==> src/rtl/divisor_iterativo_pkg.sv <==
// Shared definitions for the iterative divider.
//   - FSM state encodings (IDLE / RUN / DONE)
//   - default operand widths
//   - quotient value reported on a divide-by-zero (all ones)
package divisor_iterativo_pkg;

  localparam int NB_DATA_DEF = 6;
  localparam int NB_DIV_DEF  = 3;

  typedef enum logic [1:0] {
    ST_IDLE = 2'b00,
    ST_RUN  = 2'b01,
    ST_DONE = 2'b10
  } state_e;

  // Quotient reported when the divisor is zero: every bit set.
  function automatic logic [NB_DATA_DEF-1:0] coc_div_cero();
    return {NB_DATA_DEF{1'b1}};
  endfunction

endpackage

==> src/rtl/divisor_iterativo_restador_comparador.sv <==
// Combinational compare/subtract step of the divider.
// Ports:
//   rem   : current remainder accumulator (NB_DATA bits)
//   div   : divisor (NB_DIV bits, zero-extended internally)
//   o_ge  : rem >= div
//   o_dif : rem - div (meaningful only when o_ge is high)
module restador_comparador #(
  parameter int NB_DATA = 6,
  parameter int NB_DIV  = 3
) (
  input  logic [NB_DATA-1:0] rem,
  input  logic [NB_DIV-1:0]  div,
  output logic               o_ge,
  output logic [NB_DATA-1:0] o_dif
);

  logic [NB_DATA-1:0] div_ext;

  assign div_ext = {{(NB_DATA-NB_DIV){1'b0}}, div};
  assign o_ge    = (rem >= div_ext);
  assign o_dif   = rem - div_ext;

endmodule

==> src/rtl/divisor_iterativo.sv <==
// Iterative unsigned divider: one subtraction per clock.
// Ports:
//   clk, i_rst_n : clock (rising edge), async active-low reset
//   i_start      : launch request, sampled only in IDLE
//   i_dividendo  : dividend (NB_DATA), i_divisor : divisor (NB_DIV)
//   o_cociente   : quotient, o_resto : remainder (registered)
//   o_div_cero   : last completed operation had a zero divisor
//   o_busy       : high in RUN, o_done : one-cycle pulse in DONE
module divisor_iterativo
  import divisor_iterativo_pkg::*;
#(
  parameter int NB_DATA = NB_DATA_DEF,
  parameter int NB_DIV  = NB_DIV_DEF
) (
  input  logic               clk,
  input  logic               i_rst_n,
  input  logic               i_start,
  input  logic [NB_DATA-1:0] i_dividendo,
  input  logic [NB_DIV-1:0]  i_divisor,
  output logic [NB_DATA-1:0] o_cociente,
  output logic [NB_DIV-1:0]  o_resto,
  output logic               o_div_cero,
  output logic               o_busy,
  output logic               o_done
);

  localparam logic [NB_DATA-1:0] QUO_ONE = {{(NB_DATA-1){1'b0}}, 1'b1};

  state_e             state_q, state_d;
  logic [NB_DATA-1:0] rem_q, rem_d;
  logic [NB_DATA-1:0] quo_q, quo_d;
  logic [NB_DIV-1:0]  div_q, div_d;
  logic [NB_DATA-1:0] coc_q, coc_d;
  logic [NB_DIV-1:0]  res_q, res_d;
  logic               dz_q, dz_d;

  logic               ge;
  logic [NB_DATA-1:0] dif;

  restador_comparador #(.NB_DATA(NB_DATA), .NB_DIV(NB_DIV)) u_rc (
    .rem   (rem_q),
    .div   (div_q),
    .o_ge  (ge),
    .o_dif (dif)
  );

  always_ff @(posedge clk or negedge i_rst_n) begin
    if (!i_rst_n) begin
      state_q <= ST_IDLE;
      rem_q   <= '0;
      quo_q   <= '0;
      div_q   <= '0;
      coc_q   <= '0;
      res_q   <= '0;
      dz_q    <= 1'b0;
    end else begin
      state_q <= state_d;
      rem_q   <= rem_d;
      quo_q   <= quo_d;
      div_q   <= div_d;
      coc_q   <= coc_d;
      res_q   <= res_d;
      dz_q    <= dz_d;
    end
  end

  always_comb begin
    state_d = state_q;
    rem_d   = rem_q;
    quo_d   = quo_q;
    div_d   = div_q;
    coc_d   = coc_q;
    res_d   = res_q;
    dz_d    = dz_q;
    case (state_q)
      ST_IDLE: begin
        if (i_start) begin
          if (i_divisor != '0) begin
            rem_d   = i_dividendo;
            quo_d   = '0;
            div_d   = i_divisor;
            state_d = ST_RUN;
          end else begin
            // Zero divisor skips RUN entirely and reports immediately.
            coc_d   = {NB_DATA{1'b1}};
            res_d   = '0;
            dz_d    = 1'b1;
            state_d = ST_DONE;
          end
        end
      end
      ST_RUN: begin
        if (ge) begin
          rem_d = dif;
          quo_d = quo_q + QUO_ONE;
        end else begin
          // Final remainder is < div, so truncation loses nothing.
          coc_d   = quo_q;
          res_d   = rem_q[NB_DIV-1:0];
          dz_d    = 1'b0;
          state_d = ST_DONE;
        end
      end
      ST_DONE: state_d = ST_IDLE;
      default: state_d = ST_IDLE;
    endcase
  end

  assign o_cociente = coc_q;
  assign o_resto    = res_q;
  assign o_div_cero = dz_q;
  assign o_busy     = (state_q == ST_RUN);
  assign o_done     = (state_q == ST_DONE);

endmodule
==> config.mk <==
export PLATFORM = sky130hd
export DESIGN_NAME = divisor_iterativo
export DESIGN_NICKNAME = d
export VERILOG_FILES = /design/src/rtl/divisor_iterativo_pkg.sv /design/src/rtl/divisor_iterativo_restador_comparador.sv /design/src/rtl/divisor_iterativo.sv
export SDC_FILE = /design/constraint.sdc
export NUM_CORES = 1
export LEC_CHECK = 0
export BUFFER_PORTS_ARGS = -buffer_cell sky130_fd_sc_hd__buf_2
export CAP_MARGIN = 20
export CORE_ASPECT_RATIO = 1.25
export CORE_MARGIN = 8
export CORE_UTILIZATION = 30
export CTS_CLUSTER_SIZE = 8
export DETAILED_ROUTE_END_ITERATION = 16
export MAX_ROUTING_LAYER = met4
export SYNTH_ARGS = -nofsm -noshare
export SYNTH_HDL_FRONTEND = slang
export SYNTH_SLANG_ARGS = --single-unit
==> constraint.sdc <==
create_clock -name clk -period 6.3 [get_ports clk]
set_input_delay 0.315 -clock clk [delete_from_list [all_inputs] [get_ports clk]]
set_output_delay 0.315 -clock clk [all_outputs]
set_load 0.02 [all_outputs]
==> impl_metrics.toml, run 1 <==
[clock_network]
clkLatencyLatePin_ns = 0.28
path_clk_slew_ns = 0.10
ctsResizeCount = 0
postCtsSetupRepairBufs = 0
cts_buffers = 3
clock_path_buffers = 2
holdBufCountCts = 0
h-tree-depth = 1
cts_tree = "done"
clock_sinks = 27
root_buffer = "clkbuf_8"

[sta]
clock_skew_ns = 0.007241
slew_headroom_pct = 60.85
period_share_pct = 38.33
setup_viol = 0
fin_tns_setup_ns = 0
worst_pin_slew_ns = 0.5872
grt_setup_unrepaired = "no"
hold_viol_final = 0
period_minus_slack_ns = 2.415
max_freq_mhz = 414.1
report.final.slew_viol_count = 0

[outcome]
status = "complete, no violations"

[synth]
syn_area_sq_um = 1334
synthDistinctLibCells = 39
synthesis.nets = 147
yosysSeqAreaShare_pct = 50.66
netlist_instances = 130
ys_warn_count = 0
synth-seq-cells = 27
avgSynthCellArea_sq_um = 10.26

[finish]
multi_input_area_sq_um = 591.8
instances_no_fill = 211
drive_above_1_share_pct = 25.49
nFillCells = 444
diodes = 0
layout_commonest_cell = "dfrtp_1"
ff_latch_area_sq_um = 675.6
layout_common_cells = "dfrtp_1, buf_2, inv_1"
syn_to_final_growth_pct = 16.23
final_nets = 171
fin_area_sq_um = 1550

[route]
wl_per_cell_microns = 13.90
drc = 0
via_count = 1059
dr.pass1.iters = 4
detail-route-antenna-nets = 0
drt_wl_total_microns = 2933
viasPerCell = 5.019
drt_iter0_markers = 54

[place]
hpwl_microns = 2284
numPortBuffers = 23
placed_cell_area_sq_um = 1504
dp.cells = 207
gp_congestion = 0.8106

[worst_setup_path]
cp.required_ns = 6.51
crit_buf_inv = 3
critPathMaxFanout = 11
crit_family = "simple AND/OR/NAND/NOR gates"
critPathSlowestCell = "and4_2"
worst_setup_path_start_kind = "flip-flop"
crit_path_cell_trace = "inv_1 -> ha_1 -> inv_1 -> fa_1 -> a211oi_2 -> and4_2 -> nor2_1 -> inv_2 -> a2bb2oi_1"
crit_type = "reg2reg"
cp_slowest_stage_delay_ns = 0.44
cp-end-kind = "flip-flop"
critical_path_arrival_ns = 2.62
cpMostUsedCell = "inv_1"

[floorplan]
num_rows = 27
dieArea_sq_um = 6849
die_w_microns = 75.64
die_h_microns = 90.55
placeableCoreArea_sq_um = 4358
ioPinCount = 24
initial_core_util_pct = 30.61

[pwr]
p_sw_share_pct = 43.87
seqPwrFrac_pct = 35.8
p_int_mw = 0.4777
p_switching_mw = 0.3733
vdd_drop_max_v = 0.0001365
clkPwrFrac_pct = 11.9
power_density_nw_per_um2 = 549.0
pwr-share-comb_pct = 52.4
p_leak_nw = 0.7149

[run]
drv_cap = 0

[hold_path]
worstHoldPathType = "in2async"

[grt]
grt_pass1_wl_microns = 4995
grt_pass1_vias = 1069
antenna_found_initial = 0
grt_overflow = 0
grt_usage_pct = 9.480
grt_max_degree = 28
synth_stat cells, drive strengths merged:
| cell | count | share of area, % |
|---|---|---|
| clkbuf | 2 | 0.56 |
| inv | 13 | 3.7 |
| a22o | 3 | 2.0 |
| a31oi | 5 | 2.8 |
| dfrtp | 27 | 51 |
| a211oi | 2 | 1.5 |
| or4 | 1 | 0.56 |
| a31o | 3 | 2.0 |
| nor3b | 1 | 0.94 |
| mux2 | 2 | 1.7 |
| a2bb2oi | 2 | 1.3 |
| o31ai | 1 | 0.56 |
| nor2b | 2 | 0.94 |
| nand2 | 8 | 2.3 |
| and2 | 1 | 0.47 |
| buf | 2 | 0.75 |
| nand3b | 1 | 0.56 |
| o221a | 1 | 0.84 |
| xnor2 | 1 | 0.66 |
| fa | 1 | 1.5 |
| a21oi | 7 | 2.6 |
| a22oi | 2 | 1.1 |
| ha | 4 | 3.8 |
| mux2i | 3 | 2.3 |
| nand2b | 2 | 0.94 |
| and4 | 1 | 0.75 |
| nand4b | 1 | 1.1 |
| nor2 | 10 | 3.0 |
| nand4 | 2 | 0.94 |
| o21ai | 7 | 2.6 |
| o22ai | 2 | 0.94 |
| nor3 | 6 | 2.3 |
| nand3 | 4 | 1.5 |
final cells by class:
type	instances	area share, %
flip-flops and latches	27	43.58
multi-input cells	86	38.18
repair buffers	23	7.425
well taps	58	4.681
inverters	13	3.148
clock buffers	3	2.663
clock inverters	1	0.3228
through the flow:
| stage | total power, mW | util (%) | hold WS [ns] | setup WS (ns) |
|---|---|---|---|---|
| 2_1_floorplan | 0.6450 | - | 0.01941 | 4.136 |
| 3_3_place_gp | 0.7485 | 34.51 | 0.3467 | 3.956 |
| 3_5_place_dp | 0.7599 | 34.51 | 0.3548 | 3.902 |
| 4_1_cts | 0.8595 | 35.57 | 0.05186 | 3.877 |
| 5_1_grt | 0.9283 | 35.57 | 0.07838 | 3.718 |
| 6_report | 0.8510 | 35.57 | 0.02370 | 3.885 |
power groups by stage:
stage          clock (mW)  combinational, mW  sequential [mW]
2_1_floorplan           0              0.310            0.335
3_3_place_gp            0              0.442            0.307
3_5_place_dp            0              0.450            0.310
4_1_cts             0.101              0.453            0.306
5_1_grt             0.109              0.503            0.315
6_report            0.101              0.446            0.304
worst paths after layout:
check | start | to | slack [ns] | cells after the start
hold reg to reg | o_resto[2] | o_resto[2] | 0.50 | 1
setup reg to reg | rem_q[0] | o_cociente[0] | 3.89 | 9
setup / recovery | rem_q[0] | o_cociente[0] | 3.89 | 9
hold / removal | i_rst_n | rem_q[3] | 0.02 | 1
max in group asynchronous | i_rst_n | o_resto[2] | 5.88 | 1
min in group clk | i_divisor[1] | div_q[1] | 0.27 | 3
routing by layer:
layer	vias to the layer above	GRT usage [%]	wire length [microns]
li1	513	-	-
met1	510	10.84	1249
met2	32	14.95	1450
met3	4	1.333	154
met4	0	5.788	79
met5	-	-	0
sequential cells by signal (all words and copies together), names as in the netlist:
| name | count |
|---|---|
| o_cociente | 6 |
| quo_q | 6 |
| rem_q | 6 |
| div_q | 3 |
| o_resto | 3 |
| state_q | 2 |
| o_div_cero | 1 |
logic make-up after synthesis:
family	Yosys count	share of synthesized area [%]
XOR/XNOR	1	0.6568
AO/OA/AOI/OAI	35	18.29
buffers and inverters	17	4.972
multiplexers	5	3.940
AND/OR/NAND/NOR	40	16.23
flip-flops	27	50.66
adder cells (fa/ha/maj)	5	5.253
Note: power is estimated with default switching activity, not from simulation.
==> inputs of run 2 (changes only) <==
- clock period: 6.3 -> 2.4 ns (I/O delays scaled with it)
==> run 2 against run 1 <==
Compared with the run above: via count fell by 0.57%; count of clock-buffer cells in the layout unchanged; sequential power rose to 2.7 times the previous value; global-route usage grew 0.63 points; combinational power grew to 2.9 times the previous value; hold slack improved by 0.054 ns; critical path depth did not move; routed wire length is 5.5% higher; core utilization increased by 1.4 points; maximum frequency up 11%; non-clock buffer count up 6; first-iteration DRC count grew 9.3%; largest cell class unchanged; largest power group unchanged; highest routed layer unchanged.
==> impl_metrics.toml, run 2 (synthesized netlist as in run 1, its figures left out) <==
[sta]
max_freq_mhz = 459.9
fin_ws_ns = 0.2258
clock_skew_ns = 0.006183
report.final.slew_viol_count = 0
hold_viol_final = 0
slew_headroom_pct = 59.37
period_share_pct = 90.59
grt_setup_unrepaired = "no"
fin_tns_setup_ns = 0
worst_pin_slew_ns = 0.6094
setup_viol = 0
period_minus_slack_ns = 2.174

[worst_setup_path]
crit_path_cell_trace = "inv_1 -> ha_1 -> inv_1 -> fa_2 -> a211oi_4 -> a31oi_2 -> nor2_2 -> inv_2 -> mux2_1"
cpMostUsedCell = "inv_1"
cp.required_ns = 2.56
critPathMaxFanout = 7
cp_slowest_stage_delay_ns = 0.39
crit_type = "reg2reg"
critPathSlowestCell = "dfrtp_1"
r2r_setup_slack_ns = 0.23
worst_setup_path_start_kind = "flip-flop"
cp-end-kind = "flip-flop"
critical_path_arrival_ns = 2.34

[finish]
syn_to_final_growth_pct = 20.73
layout_common_cells = "dfrtp_1, buf_2, inv_1"
utilization_pct = 36.95
diodes = 0
ff_latch_area_sq_um = 675.6
layout_commonest_cell = "dfrtp_1"
final_nets = 177
nFillCells = 443
multi_input_area_sq_um = 601.8
instances_no_fill = 217
drive_above_1_share_pct = 28.30

[clock_network]
clkLatencyLatePin_ns = 0.28
root_buffer = "clkbuf_8"
clock_path_buffers = 2
clock_sinks = 27
cts_tree = "done"
cts_buffers = 3
path_clk_slew_ns = 0.09
h-tree-depth = 1

[floorplan]
dieArea_sq_um = 6849
initial_core_util_pct = 30.61
num_rows = 27
die_w_microns = 75.64
die_h_microns = 90.55
ioPinCount = 24
placeableCoreArea_sq_um = 4358

[grt]
grt_max_degree = 28
antenna_found_initial = 0
grt_overflow = 0
grt_pass1_vias = 1103
grt_usage_pct = 10.11
grt_pass1_wl_microns = 5147

[route]
detail-route-antenna-nets = 0
drt_iter0_markers = 59
viasPerCell = 4.853
drt_wl_total_microns = 3094
via_count = 1053
drc = 0
wl_per_cell_microns = 14.26
dr.pass1.iters = 4

[pwr]
p_leak_nw = 0.7406
p_sw_share_pct = 43.78
p_switching_mw = 1.030
seqPwrFrac_pct = 34.3
power_density_nw_per_um2 = 1462
pwr-share-comb_pct = 54.4
clkPwrFrac_pct = 11.3
p_int_mw = 1.323
vdd_drop_max_v = 0.0002924

[hold_path]
worstHoldPathType = "in2reg"

[place]
numPortBuffers = 23
hpwl_microns = 2386
dp.cells = 211
post-place-ws_ns = 0.1411
gp_congestion = 0.8907

[run]
drv_cap = 0

[outcome]
status = "complete, no violations"
## run 2: metal layers
metal / share of wire [%] / track usage [%] / up-vias
li1: - / - / 526
met1: 43 / 11.36 / 500
met2: 49 / 16.17 / 23
met3: 5.1 / 1.667 / 4
met4: 2.6 / 5.788 / 0
met5: 0 / - / -
## run 2: metrics by stage
stage               hold WS, ns  cell area [sq um]  power (mW)
finish                  0.07756               1610       2.353
detailed placement       0.1559               1534       2.045
floorplan               -0.1756               1334       1.693
global placement         0.1495               1534       2.008
CTS                     0.07464               1593       2.315
global route            0.07780               1610       2.563
## run 2: power by group through the flow
stage | combinational (mW) | clock, mW | sequential (mW)
finish | 1.28 | 0.265 | 0.807
global placement | 1.20 | 0 | 0.810
global route | 1.44 | 0.291 | 0.836
detailed placement | 1.23 | 0 | 0.817
CTS | 1.24 | 0.272 | 0.806
floorplan | 0.813 | 0 | 0.880
## run 2: repair_timing
action / 4_1_cts / 5_1_grt
endpoints found under the setup margin: 0 / 6
gates resized for setup: 0 / 2
hold buffers: 1 / 0
endpoints found under the hold margin: 27 / 0
buffers inserted: 0 / 1
## run 2: critical path: cells and delay by family (launching register included)
family | cells | cell delay [ns]
mux | 1 | 0.32
compound gates | 2 | 0.45
fa+ha+maj | 2 | 0.54
flops | 1 | 0.39
buf+inv | 3 | 0.24
simple gates | 1 | 0.13
## run 2: worst paths after layout
check | startpoint | to | cells past startpoint
max | rem_q[0] | rem_q[2] | 9
min | i_divisor[1] | div_q[1] | 3
max reg2reg | rem_q[0] | rem_q[2] | 9
min reg2reg | o_div_cero | o_div_cero | 2
max in group asynchronous | i_rst_n | o_div_cero | 2
min in group asynchronous | i_rst_n | rem_q[4] | 2
## run 2: area by class of cell
| class | count | share of cell area, % |
|---|---|---|
| Tap cell | 58 | 4.507 |
| Clock inverter | 1 | 0.4662 |
| Clock buffer | 3 | 2.564 |
| Inverter | 13 | 3.030 |
| Timing Repair Buffer | 29 | 10.10 |
| Multi-Input combinational cell | 86 | 37.37 |
| Sequential cell | 27 | 41.96 |
==> inputs of run 3 (changes only) <==
- ABC_AREA: unset -> 1
==> run 3 against run 2 <==
Compared with the run above: sequential share of layout area decreased by 4.0 points; critical path type unchanged; worst setup slack improved by 0.23 ns; routed wire length rose by 2.8%; non-clock buffer count down 5.
==> impl_metrics.toml, run 3 <==
[sta]
max_freq_mhz = 514.3
setup_viol = 0
period_share_pct = 81.02
fin_tns_setup_ns = 0
report.final.slew_viol_count = 0
period_minus_slack_ns = 1.944
slew_headroom_pct = 59.47
worst_pin_slew_ns = 0.6080
hold_viol_final = 0
grt_setup_unrepaired = "no"
clock_skew_ns = 0.003648

[synth]
synthTopCellsByArea = "dfrtp_1, nand2_1, nor2_1, nand3_1, inv_1"
netlist_instances = 191
synthTopCellsByCount = "nand2_1, dfrtp_1, nor2_1"
syn_area_sq_um = 1560
synth_top_family_by_area = "simple AND/OR/NAND/NOR gates"
yosysTopAreaCell = "dfrtp_1"
synthMuxAreaShare_pct = 1.925
synthFlopType = "dfrtp_1"
yosysMostFrequentCell = "nand2_1"
yosysSeqAreaShare_pct = 43.30
synth_compound_area_share_pct = 5.934
synthDistinctLibCells = 25
yosysTopAreaCellShare_pct = 43.30
synth-edff-count = 0
yosys.area_share.xor_xnor_pct = 2.807
yosys.area_share.simple_pct = 34.80
ys_warn_count = 0
synthesis.nets = 208
synth-async-reset-ratio_pct = 100.0
avgSynthCellArea_sq_um = 8.169
synth-seq-cells = 27
synthAdderAreaFrac_pct = 4.491

[place]
hpwl_microns = 2502
gp_congestion = 0.8523
dp.cells = 273
numPortBuffers = 23

[clock_network]
clock_sinks = 27
clkLatencyLatePin_ns = 0.27
postCtsSetupRepairBufs = 0
cts_buffers = 3
ctsResizeCount = 0
cts_tree = "done"
clock_path_buffers = 2
holdBufCountCts = 1
path_clk_slew_ns = 0.09
h-tree-depth = 1
root_buffer = "clkbuf_8"

[worst_setup_path]
reg2reg_depth = 12
reg2reg_from = "rem_q[0]"
reg2reg_to = "rem_q[5]"
r2r_setup_slack_ns = 0.46
cp.required_ns = 2.57
crit_type = "reg2reg"
worst_setup_path_start_kind = "flip-flop"
cp-end-kind = "flip-flop"
critPathMaxFanout = 18
critical_path_arrival_ns = 2.11

[route]
detail-route-antenna-nets = 0
dr.pass1.iters = 4
drt_iter0_markers = 39
via_count = 1175
drc = 0
viasPerCell = 4.227
drt_wl_total_microns = 3182
wl_per_cell_microns = 11.45

[grt]
grt_pass1_vias = 1230
grt_overflow = 0
grt_usage_pct = 9.206
antenna_found_initial = 0
grt_max_degree = 28
grt_pass1_wl_microns = 5671

[hold_path]
hp-start = "i_divisor[0]"
min_delay_path_depth = 3
hold_path_end = "div_q[0]"
worstHoldPathType = "in2reg"

[pwr]
p_switching_mw = 1.267
clkPwrFrac_pct = 10.1
p_int_mw = 1.302
p_leak_nw = 0.9687
vdd_drop_max_v = 0.0004031
pwr-share-comb_pct = 58.2
power_density_nw_per_um2 = 1445
seqPwrFrac_pct = 31.7
p_sw_share_pct = 49.31

[floorplan]
initial_core_util_pct = 30.94
die_h_microns = 96.63
num_rows = 29
placeableCoreArea_sq_um = 5044
die_w_microns = 80.51
dieArea_sq_um = 7779
ioPinCount = 24

[finish]
ff_latch_area_sq_um = 675.6
nFillCells = 542
drive_above_1_share_pct = 25.46
instances_no_fill = 278
multi_input_area_sq_um = 779.5
final_nets = 234
syn_to_final_growth_pct = 13.95
layout_common_cells = "nand2_1, dfrtp_1, buf_2"
diodes = 0
layout_commonest_cell = "nand2_1"

[outcome]
status = "complete, no violations"

[run]
drv_cap = 0
run 3: cell types whose count changed after synthesis, sizes merged, moves of 6 or more:
cell / delta
inv: +7
nand2: +62
nand3: +10
nor2: +13
nor3: -6
run 3: area by class of cell:
class,instances,share of cell area (%)
tap,62,4.363
multi-input combinational,141,43.84
inverter,20,4.222
sequential,27,38.00
timing repair buffer,24,7.037
clock buffer,4,2.533
run 3: cell families after synthesis:
logic type               count (synthesis)
AO/OA/AOI/OAI                           14
XOR/XNOR                                 5
adder cells (fa/ha/maj)                  5
buffers and inverters                   23
flip-flops                              27
multiplexers                             3
AND/OR/NAND/NOR                        114
run 3: stage by stage:
stage	setup slack, ns	utilization [%]	hold WS [ns]	cell area (sq um)	power (mW)
after detailed placement	0.4489	34.16	0.1734	1723	2.351
after global routing	0.2710	35.25	0.07057	1778	2.846
after global placement	0.4879	34.16	0.1764	1723	2.344
after CTS	0.4356	35.25	0.06775	1778	2.619
final	0.4555	35.25	0.07349	1778	2.569
after floorplan	0.5960	-	-0.1756	1560	2.035
run 3: worst max-delay path, cell delays in order, from the launching register on:
cell     delay [ns]
dfrtp_1        0.41
inv_1          0.07
ha_1           0.13
inv_1          0.07
fa_1           0.40
nand2_1        0.11
nand3_2        0.12
nor2_4         0.14
nand2_4        0.10
nand2_8        0.15
nor2_1         0.05
nand2_1        0.05
nand2_1        0.04
run 3: how the worst max path moves through the flow:
stage                     slack [ns]  depth (start not counted)     start       end
after detailed placement        0.45                         12  rem_q[0]  rem_q[5]
after global placement          0.49                         12  rem_q[0]  rem_q[5]
final                           0.46                         12  rem_q[0]  rem_q[5]
after global routing            0.27                         12  rem_q[0]  rem_q[5]
after CTS                       0.44                         12  rem_q[0]  rem_q[5]
after floorplan                 0.60                         11  rem_q[0]  rem_q[0]
run 3: power groups by stage:
stage	clock (mW)	combinational, mW	sequential [mW]
3_5_place_dp	0	1.53	0.825
5_1_grt	0.287	1.71	0.845
6_report	0.259	1.50	0.814
3_3_place_gp	0	1.52	0.823
4_1_cts	0.270	1.53	0.816
2_1_floorplan	0	1.14	0.892
run 3: layer usage:
metal / global-route usage [%] / wire length [microns] / vias to the layer above / share of wire [%]
met5: - / 0 / - / 0
li1: - / - / 641 / -
met3: 1.667 / 137 / 4 / 4.3
met2: 15.10 / 1501 / 17 / 47
met4: 3.371 / 52 / 0 / 1.6
met1: 10.74 / 1491 / 513 / 47
